[src/rtl/toy_fetch_queue_if.sv]
// Fetch-queue bundle: instruction memory request/response, decode handshake,
// redirect and occupancy. The slave side is the fetch queue itself.
interface toy_fetch_queue_if #(
    parameter int AW    = 30,
    parameter int DW    = 32,
    parameter int DEPTH = 4
);
    localparam int CW = $clog2(DEPTH + 1);

    logic          ENABLE;
    logic          IREQ;
    logic [AW-1:0] IADDR;
    logic [DW-1:0] INSTR;
    logic          DEC_VALID;
    logic [DW-1:0] DEC_INSTR;
    logic [AW-1:0] DEC_PC;
    logic          DEC_READY;
    logic          REDIR_VALID;
    logic [AW-1:0] REDIR_ADDR;
    logic [CW-1:0] COUNT;

    modport master (
        output ENABLE, INSTR, DEC_READY, REDIR_VALID, REDIR_ADDR,
        input  IREQ, IADDR, DEC_VALID, DEC_INSTR, DEC_PC, COUNT
    );

    modport slave (
        input  ENABLE, INSTR, DEC_READY, REDIR_VALID, REDIR_ADDR,
        output IREQ, IADDR, DEC_VALID, DEC_INSTR, DEC_PC, COUNT
    );
endinterface

[src/rtl/toy_fetch_queue.sv]
// Instruction prefetch queue: sequential fetch PC, one-cycle memory response
// slot and a DEPTH-entry FIFO of {instruction, PC} feeding decode.
module toy_fetch_queue #(
    parameter int            AW     = 30,
    parameter int            DW     = 32,
    parameter int            DEPTH  = 4,
    parameter logic [AW-1:0] RST_PC = '0
) (
    input logic              CLK,
    input logic              RSTN,
    toy_fetch_queue_if.slave fq_if
);
    localparam int CW = $clog2(DEPTH + 1);
    localparam int PW = $clog2(DEPTH);

    typedef struct packed {
        logic [DW-1:0] instr;
        logic [AW-1:0] pc;
    } entry_t;

    logic [AW-1:0] r_pc;
    logic          r_infl;
    logic [AW-1:0] r_infl_pc;
    entry_t        r_mem [DEPTH];
    logic [PW-1:0] r_wptr;
    logic [PW-1:0] r_rptr;
    logic [CW-1:0] r_count;

    logic          w_dec_valid;
    logic          w_pop;
    logic          w_push;
    logic [CW:0]   w_occ;
    logic          w_room;
    logic          w_ireq;

    // A redirect hides the head so nothing is consumed from a stale path.
    assign w_dec_valid = (r_count != '0) & ~fq_if.REDIR_VALID;
    assign w_pop       = w_dec_valid & fq_if.DEC_READY;
    assign w_push      = r_infl & ~fq_if.REDIR_VALID;

    // Reserve a slot for the response in flight so a new request can never overflow.
    assign w_occ  = {1'b0, r_count} + (CW+1)'(r_infl) - (CW+1)'(w_pop);
    assign w_room = w_occ < (CW+1)'(DEPTH);
    assign w_ireq = RSTN & fq_if.ENABLE & ~fq_if.REDIR_VALID & w_room;

    assign fq_if.IREQ      = w_ireq;
    assign fq_if.IADDR     = r_pc;
    assign fq_if.DEC_VALID = w_dec_valid;
    assign fq_if.DEC_INSTR = r_mem[r_rptr].instr;
    assign fq_if.DEC_PC    = r_mem[r_rptr].pc;
    assign fq_if.COUNT     = r_count;

    always_ff @(posedge CLK or negedge RSTN) begin
        if (!RSTN) begin
            r_pc      <= RST_PC;
            r_infl    <= 1'b0;
            r_infl_pc <= '0;
            r_wptr    <= '0;
            r_rptr    <= '0;
            r_count   <= '0;
        end else if (fq_if.REDIR_VALID) begin
            r_pc      <= fq_if.REDIR_ADDR;
            r_infl    <= 1'b0;
            r_wptr    <= '0;
            r_rptr    <= '0;
            r_count   <= '0;
        end else begin
            r_infl    <= w_ireq;
            r_infl_pc <= r_pc;
            if (w_ireq) r_pc   <= r_pc + AW'(1);
            if (w_push) r_wptr <= r_wptr + PW'(1);
            if (w_pop)  r_rptr <= r_rptr + PW'(1);
            case ({w_push, w_pop})
                2'b10:   r_count <= r_count + CW'(1);
                2'b01:   r_count <= r_count - CW'(1);
                default: r_count <= r_count;
            endcase
        end
    end

    // Payload storage needs no reset; validity lives in the pointers and count.
    always_ff @(posedge CLK) begin
        if (w_push) r_mem[r_wptr] <= '{instr: fq_if.INSTR, pc: r_infl_pc};
    end
endmodule

[src/flat_wrapper.sv]
// flat-port wrapper written by rule: the top's interface ports become plain ports
module toy_fetch_queue_flat 
#(
    parameter int            AW     = 30,
    parameter int            DW     = 32,
    parameter int            DEPTH  = 4,
    parameter logic [AW-1:0] RST_PC = '0
)
  (CLK, RSTN, fq_if_ENABLE, fq_if_INSTR, fq_if_DEC_READY, fq_if_REDIR_VALID, fq_if_REDIR_ADDR, fq_if_IREQ, fq_if_IADDR, fq_if_DEC_VALID, fq_if_DEC_INSTR, fq_if_DEC_PC, fq_if_COUNT);
  toy_fetch_queue_if #(.AW(AW), .DW(DW), .DEPTH(DEPTH)) fq_if_i ();
  input logic CLK;
  input logic RSTN;
  input wire logic [$bits(fq_if_i.ENABLE)-1:0] fq_if_ENABLE;
  input wire logic [$bits(fq_if_i.INSTR)-1:0] fq_if_INSTR;
  input wire logic [$bits(fq_if_i.DEC_READY)-1:0] fq_if_DEC_READY;
  input wire logic [$bits(fq_if_i.REDIR_VALID)-1:0] fq_if_REDIR_VALID;
  input wire logic [$bits(fq_if_i.REDIR_ADDR)-1:0] fq_if_REDIR_ADDR;
  output wire logic [$bits(fq_if_i.IREQ)-1:0] fq_if_IREQ;
  output wire logic [$bits(fq_if_i.IADDR)-1:0] fq_if_IADDR;
  output wire logic [$bits(fq_if_i.DEC_VALID)-1:0] fq_if_DEC_VALID;
  output wire logic [$bits(fq_if_i.DEC_INSTR)-1:0] fq_if_DEC_INSTR;
  output wire logic [$bits(fq_if_i.DEC_PC)-1:0] fq_if_DEC_PC;
  output wire logic [$bits(fq_if_i.COUNT)-1:0] fq_if_COUNT;
  assign fq_if_i.ENABLE = fq_if_ENABLE;
  assign fq_if_i.INSTR = fq_if_INSTR;
  assign fq_if_i.DEC_READY = fq_if_DEC_READY;
  assign fq_if_i.REDIR_VALID = fq_if_REDIR_VALID;
  assign fq_if_i.REDIR_ADDR = fq_if_REDIR_ADDR;
  assign fq_if_IREQ = fq_if_i.IREQ;
  assign fq_if_IADDR = fq_if_i.IADDR;
  assign fq_if_DEC_VALID = fq_if_i.DEC_VALID;
  assign fq_if_DEC_INSTR = fq_if_i.DEC_INSTR;
  assign fq_if_DEC_PC = fq_if_i.DEC_PC;
  assign fq_if_COUNT = fq_if_i.COUNT;
  toy_fetch_queue #(.AW(AW), .DW(DW), .DEPTH(DEPTH), .RST_PC(RST_PC)) u_core (.CLK(CLK), .RSTN(RSTN), .fq_if(fq_if_i));
endmodule
[config.mk]
export PLATFORM = sky130hd
export DESIGN_NAME = toy_fetch_queue_flat
export DESIGN_NICKNAME = d
export VERILOG_FILES = /design/src/rtl/toy_fetch_queue_if.sv /design/src/rtl/toy_fetch_queue.sv /design/src/flat_wrapper.sv
export SDC_FILE = /design/constraint.sdc
export NUM_CORES = 1
export LEC_CHECK = 0
export CORE_UTILIZATION = 50
export CTS_BUF_LIST = sky130_fd_sc_hd__clkbuf_2
export CTS_CLUSTER_SIZE = 40
export DETAILED_ROUTE_END_ITERATION = 7
export PLACE_DENSITY = 0.75
export SYNTH_ARGS = -nofsm -noshare
export SYNTH_HDL_FRONTEND = slang
export SYNTH_SLANG_ARGS = --single-unit
export TNS_END_PERCENT = 50
[constraint.sdc]
create_clock -name CLK -period 4.4 [get_ports CLK]
set_input_delay 0.88 -clock CLK [delete_from_list [all_inputs] [get_ports CLK]]
set_output_delay 0.88 -clock CLK [all_outputs]
set_load 0.1 [all_outputs]
# Word level (Yosys, flattened, before mapping)
# Memories as Yosys holds them, arrays and structs flattened.
# Index checks and enable logic that the tools add are counted.
# totals
ff_bits,68
mem_bits_rw,248
inputBits,67
out_inout_bits,97
wordCells,40
n_memories,1
# op_classes
n_addsub,7
order_cmp,1
n_eq_ne,2
muxes,11
bitwise_logic,7
n_reduce_logical,5
# memory_table
name,words,word_bits,rd,rd_ports_with_merged_regs,wr,line,text
u_core.r_mem,4,62,1,0,1,toy_fetch_queue.sv:24,entry_t r_mem [DEPTH];
# ops
operator,n
$mux W30,2
$add A30 B1 Y30 const B,1
$mux W2,4
$and A1 B1 Y1,6
$pmux W3 S2,1
$reduce_bool A2 Y1,3
$reduce_bool A3 Y1,2
$add A2 B1 Y2 const B,2
$add A3 B1 Y4,1
$lt A4 B3 Y1 const B,1
$sub A4 B1 Y4,1
$add A3 B1 Y3 const B,1
$mux W1,3
$mux W3,1
$sub A3 B1 Y3 const B,1
$eq A2 B1 Y1 const B,1
$eq A2 B2 Y1 const B,1
$not A1 Y1,1

# Longest topological paths before layout
# Gate-level depths: netlist (run 1).
# depth
word_depth,8
mapped_depth,14
depth_no_buf,11

# Least setup slack after synthesis (run 1)
# OpenSTA, ideal clock, no wires.
# synth_timing
path_type,input-to-output
startpoint,input port fq_if_REDIR_VALID
endpoint,output port fq_if_IREQ
arrival_time_ps,3264
required_ps,3520
setup_slack_ps,256
stages,12
path_buffers,4
cell_sequence,clkbuf_1 -> clkbuf_1 -> buf_1 -> nor2_1 -> ha_1 -> inv_1 -> ha_1 -> nand3b_1 -> mux2i_2 -> or2_2 -> buf_2 -> inv_2
# synth_between
elab_chain_len,6
word_cells_on_any_way,7
classes_between,add/sub (1); order compare (1); bitwise (5)
# synth_lines
element,line,text
"start, declared",flat_wrapper.sv:16,input wire logic [$bits(fq_if_i.REDIR_VALID)-1:0] fq_if_REDIR_VALID;
$not A1 Y1 *,"toy_fetch_queue.sv:37, toy_fetch_queue.sv:44",
$and A1 B1 Y1,toy_fetch_queue.sv:37,assign w_dec_valid = (r_count != '0) & ~fq_if.REDIR_VALID;
$and A1 B1 Y1,toy_fetch_queue.sv:38,assign w_pop = w_dec_valid & fq_if.DEC_READY;
$sub A4 B1 Y4,toy_fetch_queue.sv:42,"assign w_occ = {1'b0, r_count} + (CW+1)'(r_infl) - (CW+1)'(w_pop);"
$lt A4 B3 Y1,toy_fetch_queue.sv:43,assign w_room = w_occ < (CW+1)'(DEPTH);
$and A1 B1 Y1 *,toy_fetch_queue.sv:44,assign w_ireq = RSTN & fq_if.ENABLE & ~fq_if.REDIR_VALID & w_room;
"end, declared",flat_wrapper.sv:18,output wire logic [$bits(fq_if_i.IREQ)-1:0] fq_if_IREQ;
# Every way passes the cells marked *; elsewhere a longest branch is shown, timed or not.

# Worst setup path in the final report (run 1)
# layout_timing
startpoint,"register u_core.r_count[1], in the netlist u_core.fq_if.COUNT[1]"
endpoint,output port fq_if_IREQ
# layout_between
elab_chain_len,6
word_cells_on_any_way,7
classes_between,add/sub (2); order compare (1); bitwise (3); reduce/logical (1)
# layout_lines
element,line,text
"start, declared",toy_fetch_queue.sv:27,logic [CW-1:0] r_count;
"start signal, assigned",toy_fetch_queue.sv:74,2'b10: r_count <= r_count + CW'(1);
"start signal, assigned",toy_fetch_queue.sv:75,2'b01: r_count <= r_count - CW'(1);
"start signal, assigned",toy_fetch_queue.sv:76,default: r_count <= r_count;
"parallel branches: the longest is 3 deep, another holds $add A3 B1 Y4",--,
$sub A4 B1 Y4 *,toy_fetch_queue.sv:42,
$lt A4 B3 Y1 *,toy_fetch_queue.sv:43,
$and A1 B1 Y1 *,toy_fetch_queue.sv:44,
# Mark *: on every way between the ends.

==> out/results.txt, run 1 <==
Clock latency on the worst-skew pair -> 0.82 ns
Worst setup EP type -> primary output
Layout cells sized above 1 -> 31.09%
# DRC -> 0
Iter 0 DRT Violations -> 442
Final Cycle Share -> 94.17%
Clock sinks -> 316
Max Slew Vio Count -> 0
Worst-margin pin slew -> 1.041 ns
Fmax -> 0.2413 GHz
CP Max Fanout -> 7
Hold Slack -> 0.2844 ns
Post-Syn Instances -> 673
Most frequent cells in the layout -> edfxtp_1, clkbuf_2, clkdlybuf4s50_1
Number of flops mapped to enable cells by yosys -> 248
Core Box Area -> 24,390 µm²
Netlist cell types -> 55
FP Rows -> 57
FILL cells -> 1,836
Leakage dissipation -> 5.258 nW
Worst EP required -> 3.52 ns
CTS Root Cell -> clkbuf_2
Commonest non-fill, non-tap cell in the layout -> edfxtp_1
Skew final -> 0.06110 ns
CTS buffer count -> 74
Crit path buffers/inverters -> 3
Final instance area -> 14,940 µm²
Grt total ovfl -> 0
Pin count of the biggest net entering global routing -> 95
Critical Path, Cell by Cell -> o31ai_2 -> nor2_1 -> ha_1 -> inv_1 -> ha_1 -> nand3b_1 -> mux2i_2 -> or2_2 -> inv_2 -> buf_12
Max H-tree Level -> 3
Post-DP HPWL -> 14,640 µm
Period minus WS final -> 4.143 ns
Status -> finished, final reports clean
Power Dens Cells -> 576.0 nW/µm²
CP max stage delay -> 0.55 ns
Longest Clk Path Bufs -> 3
Total number of vias -> 6,889
Syn_nets -> 749
Cell Area, Synth -> 12,450 µm²
Crit path launch -> u_core.fq_if.COUNT[1]$_DFFE_PN0P_
Placed Area -> 14,260 µm²
Setup TNS -> 0 ns
Kind of critical path -> reg -> out
Sequential Area -> 9156 µm²
Post-route antenna net violation count -> 0
Drt wl/cell -> 19.54 µm
Min-delay worst type -> in -> async
VDD IR max -> 0.5044 mV
WP data arrival -> 3.26 ns
Total wire length -> 24,650 µm
Antenna violations before repair -> 1
GRT Total Usage -> 20.06%
Reg2Reg Depth -> 11
CTS tree -> yes
R2r endpoint -> u_core.fq_if.IADDR[5]$_DFFE_PN0P_
Unrepaired setup endpoints after global routing -> no
Resize count post-CTS -> 1
CTS clk-pin slew, worst paths -> 0.11 ns
Final setup violation count -> 0
Hold Vio Cnt, Final -> 0
GP Congestion -> 0.8243
Main synth FF type -> edfxtp_1
Yosys warning count -> 0
Crit-path leading delay family -> compound AO/OA/AOI/OAI gates
Starting Density -> 51.05%
Post-synthesis sequential area ratio -> 73.48%
FFs w/ async S/R, synth -> 21.52%
Die Area -> 25,540 µm²
Port Buffer Count -> 163
Startpoint types -> register
DR pass1 iterations -> 5
Slowest-stage cell, CP -> o31ai_2
Max-cap violations -> 0
Die W -> 159.8 µm
Die height -> 159.8 µm
Cts hold-fix bufs -> 0
Via-to-Cell Ratio -> 5.463
Number of global-route vias before repair -> 7,472
Flop2flop setup slack -> 1.24 ns
Synth-to-Final Area Change -> 20.01%
Global-route wire length before repair -> 39,120 µm
Mean post-synth cell area -> 18.50 µm²
Reg-to-reg startpoint -> u_core.fq_if.COUNT[1]$_DFFE_PN0P_
# IOs -> 164
Flops & latches, synth -> 316
Setup bufs post-CTS -> 0
Area of the multi-input gates -> 3115 µm²
CP most frequent cell -> ha_1
Slew HR -> 30.39%
# nets final -> 958
## metal layers
metal | global-route usage, % | routed length (µm) | part of all wire (%)
met1 | 25.80 | 10140 | 41
met5 | 0 | 0 | 0
met4 | 7.576 | 433 | 1.8
met3 | 5.299 | 1847 | 7.5
met2 | 32.97 | 12220 | 50
## synth_stat cells, drive strengths merged (2+ instances only)
cell type / instances / share of area, %
a221o: 7 / 0.56
xor2: 2 / 0.14
a21boi: 2 / 0.12
a21bo: 2 / 0.16
a21o: 4 / 0.24
inv: 15 / 0.45
or4: 2 / 0.15
nand3: 13 / 0.56
o31a: 3 / 0.21
ha: 8 / 0.80
clkbuf: 21 / 0.63
dfrtp: 68 / 14
nor2: 18 / 0.54
o21ai: 23 / 0.92
nand3b: 2 / 0.12
mux4: 62 / 11
nor3: 15 / 0.60
and3: 5 / 0.25
mux2: 21 / 1.9
nor4b: 2 / 0.14
a211o: 2 / 0.14
nand2b: 2 / 0.10
mux2i: 9 / 0.75
buf: 15 / 0.53
nand2: 40 / 1.2
and4: 2 / 0.14
xnor2: 15 / 1.1
nor2b: 5 / 0.25
nand4: 5 / 0.30
a31oi: 3 / 0.15
or3: 2 / 0.10
a22oi: 4 / 0.24
edfxtp: 248 / 60
and2: 4 / 0.20
nor4: 10 / 0.74
## power by group
part           switching (mW)  total [mW]  internal [mW]  leakage (nW)
Sequential              0.237        3.67           3.44          3.06
Combinational            2.27        3.13          0.855          1.69
Clock                    1.07        1.81          0.732         0.511
Total                    3.58        8.61           5.02          5.26
## cells by family (layout without fill, tap and decap cells)
logic type / Yosys count / in the layout / share of synthesized area (%)
AOI/OAI and AO/OA: 57 / 57 / 3.196
adders and majority gates: 9 / 9 / 0.9648
DFF: 316 / 316 / 73.48
and+or+nand+nor: 131 / 131 / 5.678
other: 0 / 1 / 0
muxes: 92 / 92 / 13.87
xor gates and xnor gates: 17 / 17 / 1.196
buffers and inverters: 51 / 314 / 1.618
## registers in the layout, summed over array words and instances (netlist names)
| register | cells |
|---|---|
| u_core.fq_if.COUNT | 3 |
| u_core.fq_if.IADDR | 30 |
| u_core.r_infl | 1 |
| u_core.r_infl_pc | 30 |
| u_core.r_mem | 248 |
| u_core.r_rptr | 2 |
| u_core.r_wptr | 2 |
## worst max-delay path by stage
stage / end / slack, ns / cells past startpoint
final: fq_if_IREQ / 0.26 / 10
after global routing: fq_if_IREQ / 0.02 / 10
after CTS: fq_if_IREQ / 0.19 / 10
after detailed placement: fq_if_IREQ / 0.42 / 11
after global placement: fq_if_IREQ / 0.49 / 11
after floorplan: fq_if_IREQ / 0.26 / 12
## stage by stage
step	worst slack, ns	std cells	util, %	total power, mW
finish	0.2566	1261	61.26	8.607
global route	0.02441	1261	61.26	8.989
CTS	0.1913	1260	61.25	8.717
detailed placement	0.4203	1130	58.47	6.882
global placement	0.4908	1130	58.47	6.827
floorplan	0.2562	673	-	6.160
## area by class of cell
class,instances,area share (%)
antenna,1,0.01675
clock buffer,111,3.718
clock inverter,19,0.7788
inverter,15,0.3768
multi-input combinational,306,20.85
sequential,316,61.28
tap,324,2.713
timing repair buffer,169,10.27
(Power assumes the default switching activity.)
==> inputs of run 2 (changes only) <==
CORE_UTILIZATION = 40   (was 50)
PLACE_DENSITY = 0.63   (was 0.75)
clock period = 4.1 ns   (was 4.4 ns; I/O delays follow)
==> run 2 against run 1 <==
Net effect: non-clock buffer count up 12; cell count increased by 7.6%; sequential power rose by 7.6%; worst setup slack better by 0.038 ns; final area increased by 2.1%; clock-buffer cell count rose by 12; critical endpoint unchanged; largest cell class unchanged.
==> out/results.txt, run 2 (synthesis gave the netlist of run 1 again) <==
GP Congestion -> 0.7915 (-4.0%)
DR pass1 iterations -> 4 (-1)
Uppermost routed layer -> met4
Hold Slack -> 0.2055 ns (-0.07889 ns)
Worst setup margin -> 0.2948 ns (+0.03822 ns)
Fmax -> 0.2628 GHz
Die height -> 178.4 µm (+12%)
Cell Count, Final, Fillers Out -> 1,357 (+7.6%)
Worst setup EP type -> primary output
Critical Path, Cell by Cell -> o31ai_2 -> nor2_1 -> ha_1 -> inv_1 -> ha_1 -> nand3b_1 -> mux2i_2 -> or2_2 -> inv_2 -> buf_12
Post-route antenna net violation count -> 0 (unchanged)
Grt total ovfl -> 0 (unchanged)
Post-DP HPWL -> 16,140 µm (+10%)
Min-delay worst type -> in -> async
Via-to-Cell Ratio -> 5.075 (-7.1%)
Kind of critical path -> reg -> out
Iter 0 DRT Violations -> 464 (+5.0%)
Flop2flop setup slack -> 1.29 ns (+0.05 ns)
Sequential Area -> 9156 µm² (unchanged)
Largest Register -> u_core.r_mem
Reg-to-reg startpoint -> u_core.fq_if.COUNT[1]$_DFFE_PN0P_
Period minus WS final -> 3.805 ns
Starting Density -> 40.70% (-10 points)
CTS clk-pin slew, worst paths -> 0.11 ns (about the same)
Pin count of the biggest net entering global routing -> 69 (-27%)
Die Area -> 31,840 µm² (+25%)
# IOs -> 164 (unchanged)
Most frequent cells in the layout -> edfxtp_1, clkbuf_2, clkdlybuf4s50_1
Clock latency on the worst-skew pair -> 0.83 ns (about the same)
Worst-margin pin slew -> 1.065 ns (+0.02425 ns)
Met2 routed WL -> 12,470 µm (+2.0%)
Placed Area -> 14,500 µm² (+1.6%)
Inst Count DP -> 1,214 (+7.4%)
Power Dens Cells -> 619.8 nW/µm² (+7.6%)
Number of global-route vias before repair -> 7,262 (-2.8%)
Core Box Area -> 30,590 µm² (+25%)
Reg2Reg Depth -> 11 (unchanged)
Skew final -> 0.04528 ns (-0.01582 ns)
Total number of vias -> 6,887 (-0.029%)
Setup TNS -> 0 ns (unchanged)
CP Max Fanout -> 7 (unchanged)
CTS buffer count -> 79 (+6.8%)
R2r endpoint -> u_core.fq_if.IADDR[5]$_DFFE_PN0P_
Drt wl/cell -> 19.34 µm (-1.0%)
Slew HR -> 28.77% (-1.6 points)
Slowest-stage cell, CP -> dfrtp_1
Die W -> 178.4 µm (+12%)
M1 WL -> 11,670 µm (+15%)
# nets final -> 975 (+1.8%)
Longest Clk Path Bufs -> 3 (unchanged)
Final instance area -> 15,250 µm² (+2.1%)
Max H-tree Level -> 3 (unchanged)
Tot Pwr -> 9.454 mW (+9.8%)
Final core utilization -> 49.86% (-11 points)
GRT Total Usage -> 16.86% (-3.2 points)
Met3 WL -> 1711 µm (-7.4%)
Synth-to-Final Area Change -> 22.50%
Hold Vio Cnt, Final -> 0 (unchanged)
Number of flip-flops in the largest register -> 248 (unchanged)
Total wire length -> 26,250 µm (+6.5%)
Max Slew Vio Count -> 0 (unchanged)
FP Rows -> 64 (+12%)
Max-cap violations -> 0 (unchanged)
FILL cells -> 2,641 (+44%)
CTS Root Cell -> clkbuf_2
Layout cells sized above 1 -> 32.81% (+1.7 points)
Final setup violation count -> 0 (unchanged)
CP max stage delay -> 0.49 ns (-0.06 ns)
# DRC -> 0 (unchanged)
Post-Place Setup Slack -> 0.4052 ns (-0.01505 ns)
Port Buffer Count -> 163 (unchanged)
Startpoint types -> register
Leakage dissipation -> 5.392 nW (+2.6%)
WP data arrival -> 2.99 ns (-0.27 ns)
Unrepaired setup endpoints after global routing -> no
CTS tree -> yes
Status -> finished, final reports clean
Final Cycle Share -> 92.81%
Antenna violations before repair -> 1 (unchanged)
Area of the multi-input gates -> 3115 µm² (unchanged)
Global-route wire length before repair -> 40,070 µm (+2.4%)
CP most frequent cell -> ha_1
Worst EP required -> 3.28 ns (-0.24 ns)
VDD IR max -> 0.4388 mV (-13%)
Commonest non-fill, non-tap cell in the layout -> edfxtp_1
Clock sinks -> 316 (unchanged)
==> run 2: changes by cell type in the layout (fill, tap and decap cells not counted) <==
| cell | delta |
|---|---|
| buf_12 | +4 |
| buf_2 | -1 |
| buf_4 | +9 |
| bufinv_16 | +1 |
| clkbuf_2 | +12 |
| clkinv_2 | +1 |
| clkinv_4 | -2 |
==> run 2: critical path: cells and delay by family (launching register included) <==
| family | cells | cell delay [ns] |
|---|---|---|
| adder cells (fa/ha/maj) | 2 | 0.39 |
| multiplexers | 1 | 0.08 |
| AO/OA/AOI/OAI | 1 | 0.28 |
| AND/OR/NAND/NOR | 3 | 0.51 |
| buffers and inverters | 3 | 0.44 |
| flip-flops | 1 | 0.49 |
==> run 2: metal layers <==
metal	vias up	track usage [%]
met3	33	4.305
met4	0	6.709
li1	3183	-
met1	3442	22.16
met2	229	26.79
met5	-	0
==> run 2: where the power goes <==
part	total, mW	internal (mW)	switching (mW)	leakage (nW)
sequential	3.95	3.69	0.260	3.06
combinational	3.39	0.940	2.45	1.76
clock	2.12	0.916	1.21	0.570
==> run 2: cell type report <==
cell class                 count  share of cell area [%]
antenna                        1                 0.01641
clock buffer                 123                   4.036
clock inverter                19                  0.8778
inverter                      15                  0.3692
multi-input combinational    306                   20.43
sequential                   316                   60.03
tap                          396                   3.249
timing repair buffer         181                   10.99
==> run 2: worst max path at each step <==
stage | from | cells past startpoint | to
global route | u_core.fq_if.COUNT[1]$_DFFE_PN0P_ | 10 | fq_if_IREQ
global placement | fq_if_DEC_READY | 11 | fq_if_IREQ
detailed placement | fq_if_DEC_READY | 11 | fq_if_IREQ
finish | u_core.fq_if.COUNT[1]$_DFFE_PN0P_ | 10 | fq_if_IREQ
floorplan | fq_if_REDIR_VALID | 12 | fq_if_IREQ
CTS | u_core.fq_if.COUNT[1]$_DFFE_PN0P_ | 10 | fq_if_IREQ
==> run 2: repair_timing <==
item	CTS	global route
endpoints found under the setup margin	0	1
hold buffers	0	0
buffers inserted	0	0
gates resized for setup	0	1
